--- src/rtl/peripheral_msi_slave_port_axi4_if.sv ---
// rtl/peripheral_msi_slave_port_axi4_if.sv - multi-master to single-slave AHB-style port bundle
interface peripheral_msi_slave_port_axi4_if #(
    parameter int PLEN    = 64,
    parameter int XLEN    = 64,
    parameter int MASTERS = 5
);
    logic [MASTERS-1:0][2:0]      mstpriority;
    logic [MASTERS-1:0]           mstHSEL;
    logic [MASTERS-1:0][PLEN-1:0] mstHADDR;
    logic [MASTERS-1:0][XLEN-1:0] mstHWDATA;
    logic [MASTERS-1:0]           mstHWRITE;
    logic [MASTERS-1:0]           mstHMASTLOCK;
    logic [MASTERS-1:0][2:0]      mstHSIZE;
    logic [MASTERS-1:0][2:0]      mstHBURST;
    logic [MASTERS-1:0][3:0]      mstHPROT;
    logic [MASTERS-1:0][1:0]      mstHTRANS;
    logic [MASTERS-1:0]           mstHREADY;
    logic [MASTERS-1:0]           can_switch;
    logic [XLEN-1:0]              mstHRDATA;
    logic                         mstHREADYOUT;
    logic                         mstHRESP;
    logic [MASTERS-1:0]           master_granted;
    logic                         slv_HSEL;
    logic [PLEN-1:0]              slv_HADDR;
    logic [XLEN-1:0]              slv_HWDATA;
    logic                         slv_HWRITE;
    logic                         slv_HMASTLOCK;
    logic [2:0]                   slv_HSIZE;
    logic [2:0]                   slv_HBURST;
    logic [3:0]                   slv_HPROT;
    logic [1:0]                   slv_HTRANS;
    logic                         slv_HREADY;
    logic [XLEN-1:0]              slv_HRDATA;
    logic                         slv_HREADYOUT;
    logic                         slv_HRESP;

    modport slave (
        input  mstpriority, mstHSEL, mstHADDR, mstHWDATA, mstHWRITE, mstHMASTLOCK,
               mstHSIZE, mstHBURST, mstHPROT, mstHTRANS, mstHREADY, can_switch,
               slv_HRDATA, slv_HREADYOUT, slv_HRESP,
        output mstHRDATA, mstHREADYOUT, mstHRESP, master_granted,
               slv_HSEL, slv_HADDR, slv_HWDATA, slv_HWRITE, slv_HMASTLOCK,
               slv_HSIZE, slv_HBURST, slv_HPROT, slv_HTRANS, slv_HREADY
    );

    modport master (
        output mstpriority, mstHSEL, mstHADDR, mstHWDATA, mstHWRITE, mstHMASTLOCK,
               mstHSIZE, mstHBURST, mstHPROT, mstHTRANS, mstHREADY, can_switch,
               slv_HRDATA, slv_HREADYOUT, slv_HRESP,
        input  mstHRDATA, mstHREADYOUT, mstHRESP, master_granted,
               slv_HSEL, slv_HADDR, slv_HWDATA, slv_HWRITE, slv_HMASTLOCK,
               slv_HSIZE, slv_HBURST, slv_HPROT, slv_HTRANS, slv_HREADY
    );
endinterface

--- src/rtl/peripheral_msi_slave_port_axi4.sv ---
// rtl/peripheral_msi_slave_port_axi4.sv - priority/round-robin arbiter muxing masters onto one slave
module peripheral_msi_slave_port_axi4 #(
    parameter int PLEN    = 64,
    parameter int XLEN    = 64,
    parameter int MASTERS = 5
) (
    input logic HCLK,
    input logic HRESETn,
    peripheral_msi_slave_port_axi4_if.slave bus
);
    localparam int IDX_W = (MASTERS > 1) ? $clog2(MASTERS) : 1;

    logic [MASTERS-1:0] grant_q;
    logic [MASTERS-1:0] dp_owner;
    logic [IDX_W-1:0]   rr_last;
    logic [IDX_W-1:0]   g_idx;
    logic               switch_ok;
    logic [2:0]         max_prio;
    logic [IDX_W-1:0]   win_idx;
    logic               win_found;
    logic [MASTERS-1:0] win_onehot;
    logic [IDX_W:0]     rr_sum;
    logic [IDX_W-1:0]   rr_idx;

    always_comb begin
        g_idx = '0;
        for (int i = 0; i < MASTERS; i++)
            if (grant_q[i]) g_idx = i[IDX_W-1:0];
    end

    assign switch_ok = bus.slv_HREADYOUT & ((grant_q == '0) | bus.can_switch[g_idx]);

    // Highest priority first, then scan upward from the last winner so ties rotate.
    always_comb begin
        max_prio  = '0;
        win_idx   = '0;
        win_found = 1'b0;
        rr_sum    = '0;
        rr_idx    = '0;
        for (int i = 0; i < MASTERS; i++)
            if (bus.mstHSEL[i] && (bus.mstpriority[i] > max_prio)) max_prio = bus.mstpriority[i];
        for (int k = 1; k <= MASTERS; k++) begin
            rr_sum = {1'b0, rr_last} + (IDX_W+1)'(k);
            if (rr_sum >= (IDX_W+1)'(MASTERS)) rr_sum = rr_sum - (IDX_W+1)'(MASTERS);
            rr_idx = rr_sum[IDX_W-1:0];
            if (!win_found && bus.mstHSEL[rr_idx] && (bus.mstpriority[rr_idx] == max_prio)) begin
                win_found = 1'b1;
                win_idx   = rr_idx;
            end
        end
    end

    assign win_onehot = win_found ? (MASTERS'(1) << win_idx) : '0;

    always_ff @(posedge HCLK or negedge HRESETn) begin
        if (!HRESETn) begin
            grant_q  <= '0;
            dp_owner <= '0;
            rr_last  <= IDX_W'(MASTERS - 1);
        end else begin
            if (switch_ok) begin
                grant_q <= win_onehot;
                if (win_found) rr_last <= win_idx;
            end
            if (bus.slv_HREADYOUT) dp_owner <= grant_q;
        end
    end

    assign bus.master_granted = grant_q;

    always_comb begin
        bus.slv_HSEL      = 1'b0;
        bus.slv_HADDR     = '0;
        bus.slv_HWRITE    = 1'b0;
        bus.slv_HMASTLOCK = 1'b0;
        bus.slv_HSIZE     = '0;
        bus.slv_HBURST    = '0;
        bus.slv_HPROT     = '0;
        bus.slv_HTRANS    = 2'b00;
        for (int i = 0; i < MASTERS; i++) begin
            if (grant_q[i]) begin
                bus.slv_HSEL      = bus.mstHSEL[i];
                bus.slv_HADDR     = bus.mstHADDR[i];
                bus.slv_HWRITE    = bus.mstHWRITE[i];
                bus.slv_HMASTLOCK = bus.mstHMASTLOCK[i];
                bus.slv_HSIZE     = bus.mstHSIZE[i];
                bus.slv_HBURST    = bus.mstHBURST[i];
                bus.slv_HPROT     = bus.mstHPROT[i];
                bus.slv_HTRANS    = bus.mstHTRANS[i];
            end
        end
    end

    // Data phase follows the previous address-phase owner, not the current grant.
    always_comb begin
        bus.slv_HWDATA = '0;
        bus.slv_HREADY = 1'b1;
        for (int i = 0; i < MASTERS; i++) begin
            if (dp_owner[i]) begin
                bus.slv_HWDATA = bus.mstHWDATA[i];
                bus.slv_HREADY = bus.mstHREADY[i];
            end
        end
    end

    assign bus.mstHRDATA    = bus.slv_HRDATA;
    assign bus.mstHREADYOUT = bus.slv_HREADYOUT;
    assign bus.mstHRESP     = bus.slv_HRESP;
endmodule

--- src/flat_wrapper.sv ---
// flat-port wrapper written by rule: the top's interface ports become plain ports
module peripheral_msi_slave_port_axi4_flat 
#(
    parameter int PLEN    = 64,
    parameter int XLEN    = 64,
    parameter int MASTERS = 5
)
  (HCLK, HRESETn, bus_mstpriority, bus_mstHSEL, bus_mstHADDR, bus_mstHWDATA, bus_mstHWRITE, bus_mstHMASTLOCK, bus_mstHSIZE, bus_mstHBURST, bus_mstHPROT, bus_mstHTRANS, bus_mstHREADY, bus_can_switch, bus_slv_HRDATA, bus_slv_HREADYOUT, bus_slv_HRESP, bus_mstHRDATA, bus_mstHREADYOUT, bus_mstHRESP, bus_master_granted, bus_slv_HSEL, bus_slv_HADDR, bus_slv_HWDATA, bus_slv_HWRITE, bus_slv_HMASTLOCK, bus_slv_HSIZE, bus_slv_HBURST, bus_slv_HPROT, bus_slv_HTRANS, bus_slv_HREADY);
  peripheral_msi_slave_port_axi4_if #(.PLEN(PLEN), .XLEN(XLEN), .MASTERS(MASTERS)) bus_i ();
  input logic HCLK;
  input logic HRESETn;
  input wire logic [$bits(bus_i.mstpriority)-1:0] bus_mstpriority;
  input wire logic [$bits(bus_i.mstHSEL)-1:0] bus_mstHSEL;
  input wire logic [$bits(bus_i.mstHADDR)-1:0] bus_mstHADDR;
  input wire logic [$bits(bus_i.mstHWDATA)-1:0] bus_mstHWDATA;
  input wire logic [$bits(bus_i.mstHWRITE)-1:0] bus_mstHWRITE;
  input wire logic [$bits(bus_i.mstHMASTLOCK)-1:0] bus_mstHMASTLOCK;
  input wire logic [$bits(bus_i.mstHSIZE)-1:0] bus_mstHSIZE;
  input wire logic [$bits(bus_i.mstHBURST)-1:0] bus_mstHBURST;
  input wire logic [$bits(bus_i.mstHPROT)-1:0] bus_mstHPROT;
  input wire logic [$bits(bus_i.mstHTRANS)-1:0] bus_mstHTRANS;
  input wire logic [$bits(bus_i.mstHREADY)-1:0] bus_mstHREADY;
  input wire logic [$bits(bus_i.can_switch)-1:0] bus_can_switch;
  input wire logic [$bits(bus_i.slv_HRDATA)-1:0] bus_slv_HRDATA;
  input wire logic [$bits(bus_i.slv_HREADYOUT)-1:0] bus_slv_HREADYOUT;
  input wire logic [$bits(bus_i.slv_HRESP)-1:0] bus_slv_HRESP;
  output wire logic [$bits(bus_i.mstHRDATA)-1:0] bus_mstHRDATA;
  output wire logic [$bits(bus_i.mstHREADYOUT)-1:0] bus_mstHREADYOUT;
  output wire logic [$bits(bus_i.mstHRESP)-1:0] bus_mstHRESP;
  output wire logic [$bits(bus_i.master_granted)-1:0] bus_master_granted;
  output wire logic [$bits(bus_i.slv_HSEL)-1:0] bus_slv_HSEL;
  output wire logic [$bits(bus_i.slv_HADDR)-1:0] bus_slv_HADDR;
  output wire logic [$bits(bus_i.slv_HWDATA)-1:0] bus_slv_HWDATA;
  output wire logic [$bits(bus_i.slv_HWRITE)-1:0] bus_slv_HWRITE;
  output wire logic [$bits(bus_i.slv_HMASTLOCK)-1:0] bus_slv_HMASTLOCK;
  output wire logic [$bits(bus_i.slv_HSIZE)-1:0] bus_slv_HSIZE;
  output wire logic [$bits(bus_i.slv_HBURST)-1:0] bus_slv_HBURST;
  output wire logic [$bits(bus_i.slv_HPROT)-1:0] bus_slv_HPROT;
  output wire logic [$bits(bus_i.slv_HTRANS)-1:0] bus_slv_HTRANS;
  output wire logic [$bits(bus_i.slv_HREADY)-1:0] bus_slv_HREADY;
  assign bus_i.mstpriority = bus_mstpriority;
  assign bus_i.mstHSEL = bus_mstHSEL;
  assign bus_i.mstHADDR = bus_mstHADDR;
  assign bus_i.mstHWDATA = bus_mstHWDATA;
  assign bus_i.mstHWRITE = bus_mstHWRITE;
  assign bus_i.mstHMASTLOCK = bus_mstHMASTLOCK;
  assign bus_i.mstHSIZE = bus_mstHSIZE;
  assign bus_i.mstHBURST = bus_mstHBURST;
  assign bus_i.mstHPROT = bus_mstHPROT;
  assign bus_i.mstHTRANS = bus_mstHTRANS;
  assign bus_i.mstHREADY = bus_mstHREADY;
  assign bus_i.can_switch = bus_can_switch;
  assign bus_i.slv_HRDATA = bus_slv_HRDATA;
  assign bus_i.slv_HREADYOUT = bus_slv_HREADYOUT;
  assign bus_i.slv_HRESP = bus_slv_HRESP;
  assign bus_mstHRDATA = bus_i.mstHRDATA;
  assign bus_mstHREADYOUT = bus_i.mstHREADYOUT;
  assign bus_mstHRESP = bus_i.mstHRESP;
  assign bus_master_granted = bus_i.master_granted;
  assign bus_slv_HSEL = bus_i.slv_HSEL;
  assign bus_slv_HADDR = bus_i.slv_HADDR;
  assign bus_slv_HWDATA = bus_i.slv_HWDATA;
  assign bus_slv_HWRITE = bus_i.slv_HWRITE;
  assign bus_slv_HMASTLOCK = bus_i.slv_HMASTLOCK;
  assign bus_slv_HSIZE = bus_i.slv_HSIZE;
  assign bus_slv_HBURST = bus_i.slv_HBURST;
  assign bus_slv_HPROT = bus_i.slv_HPROT;
  assign bus_slv_HTRANS = bus_i.slv_HTRANS;
  assign bus_slv_HREADY = bus_i.slv_HREADY;
  peripheral_msi_slave_port_axi4 #(.PLEN(PLEN), .XLEN(XLEN), .MASTERS(MASTERS)) u_core (.HCLK(HCLK), .HRESETn(HRESETn), .bus(bus_i));
endmodule
--- config.mk ---
export PLATFORM = sky130hd
export DESIGN_NAME = peripheral_msi_slave_port_axi4_flat
export DESIGN_NICKNAME = d
export VERILOG_FILES = /design/src/rtl/peripheral_msi_slave_port_axi4_if.sv /design/src/rtl/peripheral_msi_slave_port_axi4.sv /design/src/flat_wrapper.sv
export SDC_FILE = /design/constraint.sdc
export NUM_CORES = 1
export LEC_CHECK = 0
export CAP_MARGIN = 40
export CORE_AREA = 2 2 396 398
export DETAILED_ROUTE_END_ITERATION = 8
export DIE_AREA = 0 0 398 400
export MAX_ROUTING_LAYER = met4
export PLACE_DENSITY = 0.37
export SYNTH_ARGS = -nofsm -noshare
export SYNTH_HDL_FRONTEND = slang
export SYNTH_SLANG_ARGS = --single-unit
--- constraint.sdc ---
create_clock -name HCLK -period 6.2 [get_ports HCLK]
set_clock_uncertainty 0.2 [all_clocks]
set_input_delay 1.24 -clock HCLK [delete_from_list [all_inputs] [get_ports HCLK]]
set_output_delay 1.24 -clock HCLK [all_outputs]
set_load 0.01 [all_outputs]
* After elaboration in Yosys (flattened, before gate mapping)
Cells that the tools add are included.
Word-level totals: bits in registers 13, input bits 808, word-level logic and storage cells 154
Cells by class: $add $sub $neg 10, order comparisons 16, equality and inequality tests 5, shift-type cells 1, mux-type cells 97, bitwise gates (word level) 2, reductions and logical operators 20
Operator list (number):
- two-way mux 64 bit | 10
- two-way mux 3 bit | 33
- binary-select mux 3 bit (select 3 bit) | 5
- two-way mux 1 bit | 32
- less-than comparator 3 x 4 -> 1 bit (second input constant) | 6
- >= comparator 4 x 3 -> 1 bit (second input constant) | 5
- two-way mux 4 bit | 5
- binary-select mux 1 bit (select 3 bit) | 6
- == test 3 bit | 5
- subtractor 3 bit (second input constant) | 5
- logical AND 1 bit | 14
- greater-than comparator 3 bit | 4
- two-way mux 2 bit | 5
- adder 3 x 2 -> 4 bit (second input constant) | 2
- adder 3 x 3 -> 4 bit (second input constant) | 2
- zero test 5 bit | 1
- two-way mux 5 bit | 1
- << shifter 1 x 3 -> 5 bit (first input constant) | 1
- adder 3 x 1 -> 4 bit (second input constant) | 1
- zero test 1 bit | 4
- greater-than comparator 3 x 1 -> 1 bit (second input constant) | 1
- AND reduction 2 bit | 1
- bitwise AND 1 bit | 1
- bitwise OR 1 bit | 1

* Depth between registers and ports, before layout
Gate-level depths: netlist (run 1).
depth in word-level cells 36, gate-level depth with buffers 34, mapped depth without buffers 33

* Worst setup path after synthesis (run 1)
No wires, ideal clock.
path type in2reg, start input port bus_mstHSEL[0], end register u_core.grant_q[0], in the netlist u_core.bus.master_granted[0], library setup time 122 ps, data arrival time 7149 ps, required time 5878 ps, slack -1271 ps, cell stages on the path 29, path buffers 1, cell sequence buf_2 -> nand2_1 -> ha_1 -> nor2b_4 -> o31ai_2 -> nor2_2 -> o21ai_0 -> ha_1 -> nor2_1 -> a21oi_1 -> o31ai_2 -> and3_1 -> nor2_1 -> ha_1 -> o21ai_0 -> o2111ai_1 -> nand2_1 -> o21ai_0 -> ha_1 -> o2111ai_1 -> nand3_1 -> o221ai_1 -> xor2_1 -> or3_4 -> or3_1 -> mux2_2 -> o211a_1 -> or2_1 -> a32o_1
Between the ends: cells in the longest elaborated chain, start to end 35, elaborated cells between the ends (all ways) 54, classes of those cells 4 x order compare; 5 x eq/ne; 1 x shift; 26 x mux; 18 x reduce/logical
RTL lines:
- start, declared | RTL line flat_wrapper.sv:13 | input wire logic [$bits(bus_i.mstHSEL)-1:0] bus_mstHSEL;
- logical AND 1 bit | RTL line peripheral_msi_slave_port_axi4.sv:41 | if (bus.mstHSEL[i] && (bus.mstpriority[i] > max_prio)) max_prio = bus.mstpriority[i];
- two-way mux 3 bit | RTL line peripheral_msi_slave_port_axi4.sv:41
- greater-than comparator 3 bit | RTL line peripheral_msi_slave_port_axi4.sv:41
- logical AND 1 bit | RTL line peripheral_msi_slave_port_axi4.sv:41
- two-way mux 3 bit | RTL line peripheral_msi_slave_port_axi4.sv:41
- greater-than comparator 3 bit | RTL line peripheral_msi_slave_port_axi4.sv:41
- logical AND 1 bit | RTL line peripheral_msi_slave_port_axi4.sv:41
- two-way mux 3 bit | RTL line peripheral_msi_slave_port_axi4.sv:41
- [... 17 more ...]
- zero test 1 bit | RTL line peripheral_msi_slave_port_axi4.sv:46 | if (!win_found && bus.mstHSEL[rr_idx] && (bus.mstpriority[rr_idx] == max_prio)) begin
- logical AND 1 bit (2 in a row) | RTL line peripheral_msi_slave_port_axi4.sv:46
- two-way mux 1 bit | RTL line peripheral_msi_slave_port_axi4.sv:46
- zero test 1 bit | RTL line peripheral_msi_slave_port_axi4.sv:46
- logical AND 1 bit (2 in a row) | RTL line peripheral_msi_slave_port_axi4.sv:46
- two-way mux 3 bit | RTL line peripheral_msi_slave_port_axi4.sv:46
- << shifter 1 x 3 -> 5 bit | RTL line peripheral_msi_slave_port_axi4.sv:53 | assign win_onehot = win_found ? (MASTERS'(1) << win_idx) : '0;
- two-way mux 5 bit (*) | RTL line peripheral_msi_slave_port_axi4.sv:53
- end signal, assigned | RTL line peripheral_msi_slave_port_axi4.sv:62 | grant_q <= win_onehot;
- end, declared | RTL line peripheral_msi_slave_port_axi4.sv:13 | logic [MASTERS-1:0] grant_q;
Mark *: on every way between the ends. The rest lies on a longest branch, timed or not. The select of a mux whose other input is x is not followed. A chain may end at the register's enable or synchronous reset.

* Worst setup path in the final report (run 1)
Ends and elaborated chain as after synthesis.

==> results of run 1 <==
## power groups by stage
stage | Sequential (uW) | Clock (uW) | Combinational [uW]
finish | 304 | 132 | 8030
global route | 326 | 146 | 8640
CTS | 308 | 139 | 8170
detailed placement | 310 | 0 | 8080
global placement | 414 | 0 | 7950
floorplan | 134 | 0 | 3090
## through the flow
step,cells,area [um2],util (%)
floorplan,1573,8900,-
global placement,4421,20200,13.0
detailed placement,4426,20300,13.1
CTS,4445,20600,13.3
global route,4474,20900,13.5
finish,4477,20900,13.5
## worst min-delay path by stage
stage / endpoint / cells past startpoint / start / slack [ns]
2_1_floorplan: u_core.dp_owner[0] / 1 / u_core.dp_owner[0] / 0.29
3_3_place_gp: u_core.dp_owner[0] / 1 / u_core.dp_owner[0] / 0.32
3_5_place_dp: u_core.dp_owner[0] / 1 / u_core.dp_owner[0] / 0.33
4_1_cts: u_core.dp_owner[0] / 1 / u_core.dp_owner[0] / 0.35
5_1_grt: u_core.dp_owner[0] / 1 / u_core.dp_owner[0] / 0.37
6_report: u_core.dp_owner[0] / 1 / u_core.dp_owner[0] / 0.34
## logic make-up (layout without fill, tap and decap cells)
logic type,Yosys count,after routing
buffers and inverters,231,1053
flip-flops,13,13
AO/OA/AOI/OAI,685,685
XOR/XNOR,22,22
adder cells (fa/ha/maj),21,21
AND/OR/NAND/NOR,565,565
other,0,24
multiplexers,36,36
## worst max-delay path: cells and delay by family
kind	cells	cell delay (ns)
AOI/OAI and AO/OA	11	2.02
and+or+nand+nor	11	1.82
adders and majority gates	4	1.01
buffers and inverters	3	0.31
muxes	1	0.27
xor gates and xnor gates	1	0.17
## state kept, by name, summed over array words and instances, names as in the netlist
signal,cells
u_core.bus.master_granted,5
u_core.dp_owner,5
u_core.rr_last,3
## area by class of cell
class / count / area share [%]
inverter: 22 / 0.395
clock inverter: 1 / 0.0240
tap: 2058 / 12.3
multi-input combinational: 1329 / 36.8
antenna: 24 / 0.287
sequential: 13 / 1.71
timing repair buffer: 1027 / 48.1
clock buffer: 3 / 0.359
## placed cells by master (no fill, tap or decap), drive strengths merged, types with 10 or more instances in the layout
master and n:
clkdlybuf4s50 880, nor2 319, a21oi 312, nand2 178, o21ai 173, buf 147
a22oi 143, diode 24, inv 22, ha 20, mux2i 19, nor3 17
xnor2 14, nand3 12, dfrtp 12, nor2b 11, mux4 10
## per-layer routing
metal  vias to the layer above  GRT usage, %  part of all wire, %
met5                         -             -                    0
met4                         0          3.49                  2.9
li1                       7244             -                    -
met2                       767          22.9                   46
met1                      7056          16.7                   41
met3                       118          5.69                   10
## what timing repair did
action,4_1_cts,5_1_grt
resized for setup,54,34
hold buffers,0,0
endpoints found under the setup margin,8,8
pin swaps,31,41
buffers inserted,15,10
==> qor.yml, run 1 <==
yosys:
  synth_ff_type: "dfrtp_1"
  post-synth-top-count-cell: "nor2_1"
  ys_types: 71
  synth-simple-area-share_pct: 26.2
  syn-cell-area_um2: 8740
  synth_cells: 1573
  muxShareOfSynthArea_pct: 5.65
  synth_warnings: 0
  ys_async_sr_fraction_pct: 100
  synthTopCellsByArea: "a21oi_1 (18%), nor2_1 (14%), a22oi_1 (12%)"
  yosys.area_share.adder_pct: 3.09
  yosysTopAreaCellShare_pct: 17.9
  yosys.area.top_type: "a21oi_1"
  synth_top_family_by_area: "compound AO/OA/AOI/OAI gates"
  synth_compound_area_share_pct: 45.9
  synth-edff-count: 0
  seq_area_frac_synth_pct: 3.73
  synthTopCellsByCount: "nor2_1 (318), a21oi_1 (312), nand2_1 (178), o21ai_0 (168), a22oi_1 (143)"
  synth_xor_area_share_pct: 2.55
  syn_area_per_cell_um2: 5.56
  syn_nets: 2402
  yosys_register_bits: 13
sta:
  whs_ns: 0.344
  tightest_slew_ns: 0.910
  final-setup-viol-count: 8
  drv_slew: 0
  min_period_ns: 6.90
  finalSetupTns_ns: -4.91
  rsz0062_at_grt: "yes"
  hold_viol: 0
  finalCritPeriodShare_pct: 111
  max_slew_margin_pct: 39.3
  fmax_mhz: 145
  setup_ws_ns: -0.695
drt:
  first_pass_iters: 5
  vias: 15185
  wl_per_cell_um: 26.6
  viasPerCell: 3.39
  ant_nets: 0
  drt_iter0_markers: 911
  drc: 0
  drt-total-wl_um: 119000
pwr:
  internal-power_uw: 3390
  switching_share_pct: 59.9
  power.density_nw_per_um2: 405
  p_total_uw: 8470
  clock_power_share_pct: 1.6
  leakagePower_uw: 0.00728
  ir_worst_vdd_mv: 0.157
  pwr-share-comb_pct: 94.8
  seqPwrFrac_pct: 3.6
  p_sw_uw: 5070
layout:
  fin_nets: 3225
  multi_input_comb_area_um2: 7690
  drive_above_1_share_pct: 10.3
  seq_area_um2: 357
  fillers: 18004
  synthToLayoutAreaGrowth_pct: 139
grt:
  grt_pass1_vias: 14851
  grt_overflow: 0
  grt_usage_pct: 14.3
  grt_max_degree: 86
  grt_first_pass_wirelength_um: 147000
  antenna_found_initial: 67
setup_path:
  r2r_setup_slack_ns: 1.19
  worstSetupPathType: "primary input to flop"
  cp-startpoint: "bus_mstHSEL[0]"
  crit_path_max_incr_delay_ns: 0.40
  crit_end: "u_core.bus.master_granted[0]"
  path_max_fanout: 4
  worstSetupEndpointType: "flop"
  arrival_ns: 6.84
  r2r-end: "u_core.bus.master_granted[0]"
  reg2reg_depth: 14
  cpMaxStageDelayCell: "or3_4"
  critPathRequiredTime_ns: 6.14
  regToRegStartpoint: "u_core.rr_last[1]"
  cp-start-kind: "primary input"
floorplanning:
  start_util_pct: 5.64
  fp-row-count: 145
  io_pins: 1023
  die_y_um: 400
  core_area_um2: 155000
  die-area_um2: 159000
  die_w_um: 398
clock_network:
  clk_latency_ns: 0.25
  htree_levels: 1
  clock_path_buffers: 2
  cts.sinks: 13
  cts_tree: "done"
  cts_buffers: 3
  clk_pin_slew_ns: 0.06
  root_buffer: "clkbuf_16"
worst_hold_path:
  hold_class: "flop to flop"
placed_design:
  dpl_worst_slack_ns: -1.70
  io_buffer_count: 892
  place_congestion: 0.881
  dp_hpwl_um: 106000
job:
  max_cap_violations: 0
status:
  failed_checks: "setup timing"
  status: "finished with violations"
Power figures use the tool's default switching activity.
==> run 2, diff against run 1 <==
--- a/config.mk
+++ b/config.mk
@@ -6,11 +6,12 @@
 export NUM_CORES = 1
 export LEC_CHECK = 0
 export CAP_MARGIN = 40
-export CORE_AREA = 2 2 396 398
+export CORE_AREA = 2 2 394 396
 export DETAILED_ROUTE_END_ITERATION = 8
-export DIE_AREA = 0 0 398 400
+export DIE_AREA = 0 0 396 398
 export MAX_ROUTING_LAYER = met4
 export PLACE_DENSITY = 0.37
+export SKIP_LAST_GASP = 1
 export SYNTH_ARGS = -nofsm -noshare
 export SYNTH_HDL_FRONTEND = slang
 export SYNTH_SLANG_ARGS = --single-unit
==> constraint.sdc (replaced) <==
create_clock -name HCLK -period 8 [get_ports HCLK]
set_clock_uncertainty 0.2 [all_clocks]
set_input_delay 1.6 -clock HCLK [delete_from_list [all_inputs] [get_ports HCLK]]
set_output_delay 1.6 -clock HCLK [all_outputs]
set_load 0.01 [all_outputs]
==> qor.yml, run 2 (synthesis gave the netlist of run 1 again) <==
layout:
  layout_commonest_cell: "clkdlybuf4s50_1"  # unchanged
  drive_above_1_share_pct: 6.17  # was 10.3%
  fin_nets: 3162  # was 3225
  final_cell_mix: "clkdlybuf4s50_1 (885), nor2_1 (318), a21oi_1 (310)"  # was clkdlybuf4s50_1 (880), nor2_1 (313), a21oi_1 (309)
  synthToLayoutAreaGrowth_pct: 131  # was 139%
  finalNonFillerCells: 4403  # was 4477
clock_network:
  root_buffer: "clkbuf_16"  # unchanged
  cts_buffers: 3  # unchanged
  cts.sinks: 13  # unchanged
  clk_latency_ns: 0.26  # was 0.25 ns
  cts_tree: "done"  # unchanged
  clk_pin_slew_ns: 0.06  # about the same
  clock_path_buffers: 2  # unchanged
  htree_levels: 1  # unchanged
pwr:
  leakagePower_uw: 0.00693  # was 0.00728 uW
  ir_worst_vdd_mv: 0.215  # was 0.157 mV
  power.density_nw_per_um2: 310  # was 405 nW/um2
drt:
  viasPerCell: 3.41  # was 3.39
  wl_met3_um: 12000  # was 11900 um
  drc: 0  # unchanged
  drt-total-wl_um: 122000  # was 119000 um
  wl_per_cell_um: 27.6  # was 26.6 um
  vias: 15033  # was 15185
  drt_iter0_markers: 1048  # was 911
  ant_nets: 0  # unchanged
  wl_met2_um: 57800  # was 55200 um
  met1_length_um: 49400  # was 48500 um
  highest_layer: "met4"  # unchanged
  first_pass_iters: 5  # unchanged
job:
  max_cap_violations: 0  # unchanged
floorplanning:
  die_y_um: 398  # was 400 um
  die_w_um: 396  # was 398 um
  io_pins: 1023  # unchanged
  core_area_um2: 153000  # was 155000 um2
  die-area_um2: 158000  # was 159000 um2
  start_util_pct: 5.70  # was 5.64%
  fp-row-count: 144  # was 145
sta:
  tightest_slew_ns: 1.02  # was 0.910 ns
  rsz0062_at_grt: "no"  # was yes
  fmax_mhz: 132
  drv_slew: 0  # unchanged
  finalCritPeriodShare_pct: 94.4
  max_slew_margin_pct: 31.2  # was 39.3%
  final-setup-viol-count: 0  # was 8
  hold_viol: 0  # unchanged
  min_period_ns: 7.55
  whs_ns: 0.353  # was 0.344 ns
setup_path:
  cp_top_family: "compound AO/OA/AOI/OAI gates"  # unchanged
  path_max_fanout: 4  # unchanged
  cp_num_buf_inv: 3  # unchanged
  worstSetupPathType: "primary input to flop"  # unchanged
  cpMaxStageDelayCell: "or3_4"  # unchanged
  crit_path_max_incr_delay_ns: 0.40  # about the same
  critPathRequiredTime_ns: 7.95  # was 6.14 ns
  worstSetupEndpointType: "flop"  # unchanged
  cp-start-kind: "primary input"  # unchanged
  arrival_ns: 7.50  # was 6.84 ns
grt:
  grt_max_degree: 125  # was 86
  antenna_found_initial: 83  # was 67
  grt_usage_pct: 14.9  # was 14.3%
  grt_pass1_vias: 14535  # was 14851
  grt_overflow: 0  # unchanged
  grt_first_pass_wirelength_um: 151000  # was 147000 um
worst_hold_path:
  hold_class: "flop to flop"  # unchanged
placed_design:
  io_buffer_count: 892  # unchanged
  dp_hpwl_um: 108000  # was 106000 um
  place_congestion: 0.870  # was 0.881
  place_inst: 4371  # was 4426
status:
  status: "complete, no violations"  # was finished with violations
-- run 2: layout make-up --
| cell class | instances | area (um2) |
|---|---|---|
| fill | 17837 | 133000 |
| timing repair buffer | 964 | 9560 |
| multi-input combinational | 1329 | 7460 |
| tap | 2044 | 2560 |
| sequential | 13 | 357 |
| inverter | 22 | 82.6 |
| clock buffer | 3 | 75.1 |
| antenna | 27 | 67.6 |
| clock inverter | 1 | 5.00 |
-- run 2: metrics by stage --
stage	setup slack [ns]	TNS [ns]	power, uW	cell area, um2	util (%)
final	0.447	0	6260	20200	13.2
after global routing	0.0478	0	6720	20200	13.1
after CTS	0.0297	0	6440	19900	13.0
after detailed placement	-0.481	-3.39	6290	19800	12.9
after global placement	-0.391	-2.59	6270	19800	12.9
after floorplan	0.169	0	2470	8740	-
-- run 2: per-layer routing --
| metal | vias up | global-route usage, % |
|---|---|---|
| met3 | 142 | 5.53 |
| met1 | 6954 | 17.5 |
| li1 | 7112 | - |
| met2 | 825 | 24.6 |
| met4 | 0 | 2.49 |
| met5 | - | - |
-- run 2: timing repair --
item,in CTS,in global routing
hold buffers,0,0
endpoints found under the hold margin,0,0
setup buffers,0,1
gates resized for setup,5,31
setup endpoints to repair,8,8
pin swaps,0,12
-- run 2: final timing paths --
kind	start	end	slack, ns	depth (start not counted)
setup / recovery	bus_mstHSEL[0]	u_core.bus.master_granted[0]	0.45	32
max in group asynchronous	HRESETn	u_core.rr_last[2]	5.77	2
hold reg to reg	u_core.dp_owner[0]	u_core.dp_owner[0]	0.35	1
hold / removal	u_core.dp_owner[0]	u_core.dp_owner[0]	0.35	1
min in group asynchronous	HRESETn	u_core.dp_owner[4]	1.36	1
setup reg to reg	u_core.rr_last[0]	u_core.bus.master_granted[0]	2.62	16
-- run 2: report_power, final --
group / total (uW) / leakage, uW / switching [uW] / internal (uW)
registers: 262 / 0.000158 / 171 / 90.7
logic: 5890 / 0.00673 / 3580 / 2300
clock network: 108 / 0.0000410 / 41.1 / 67.2
total: 6260 / 0.00693 / 3800 / 2460
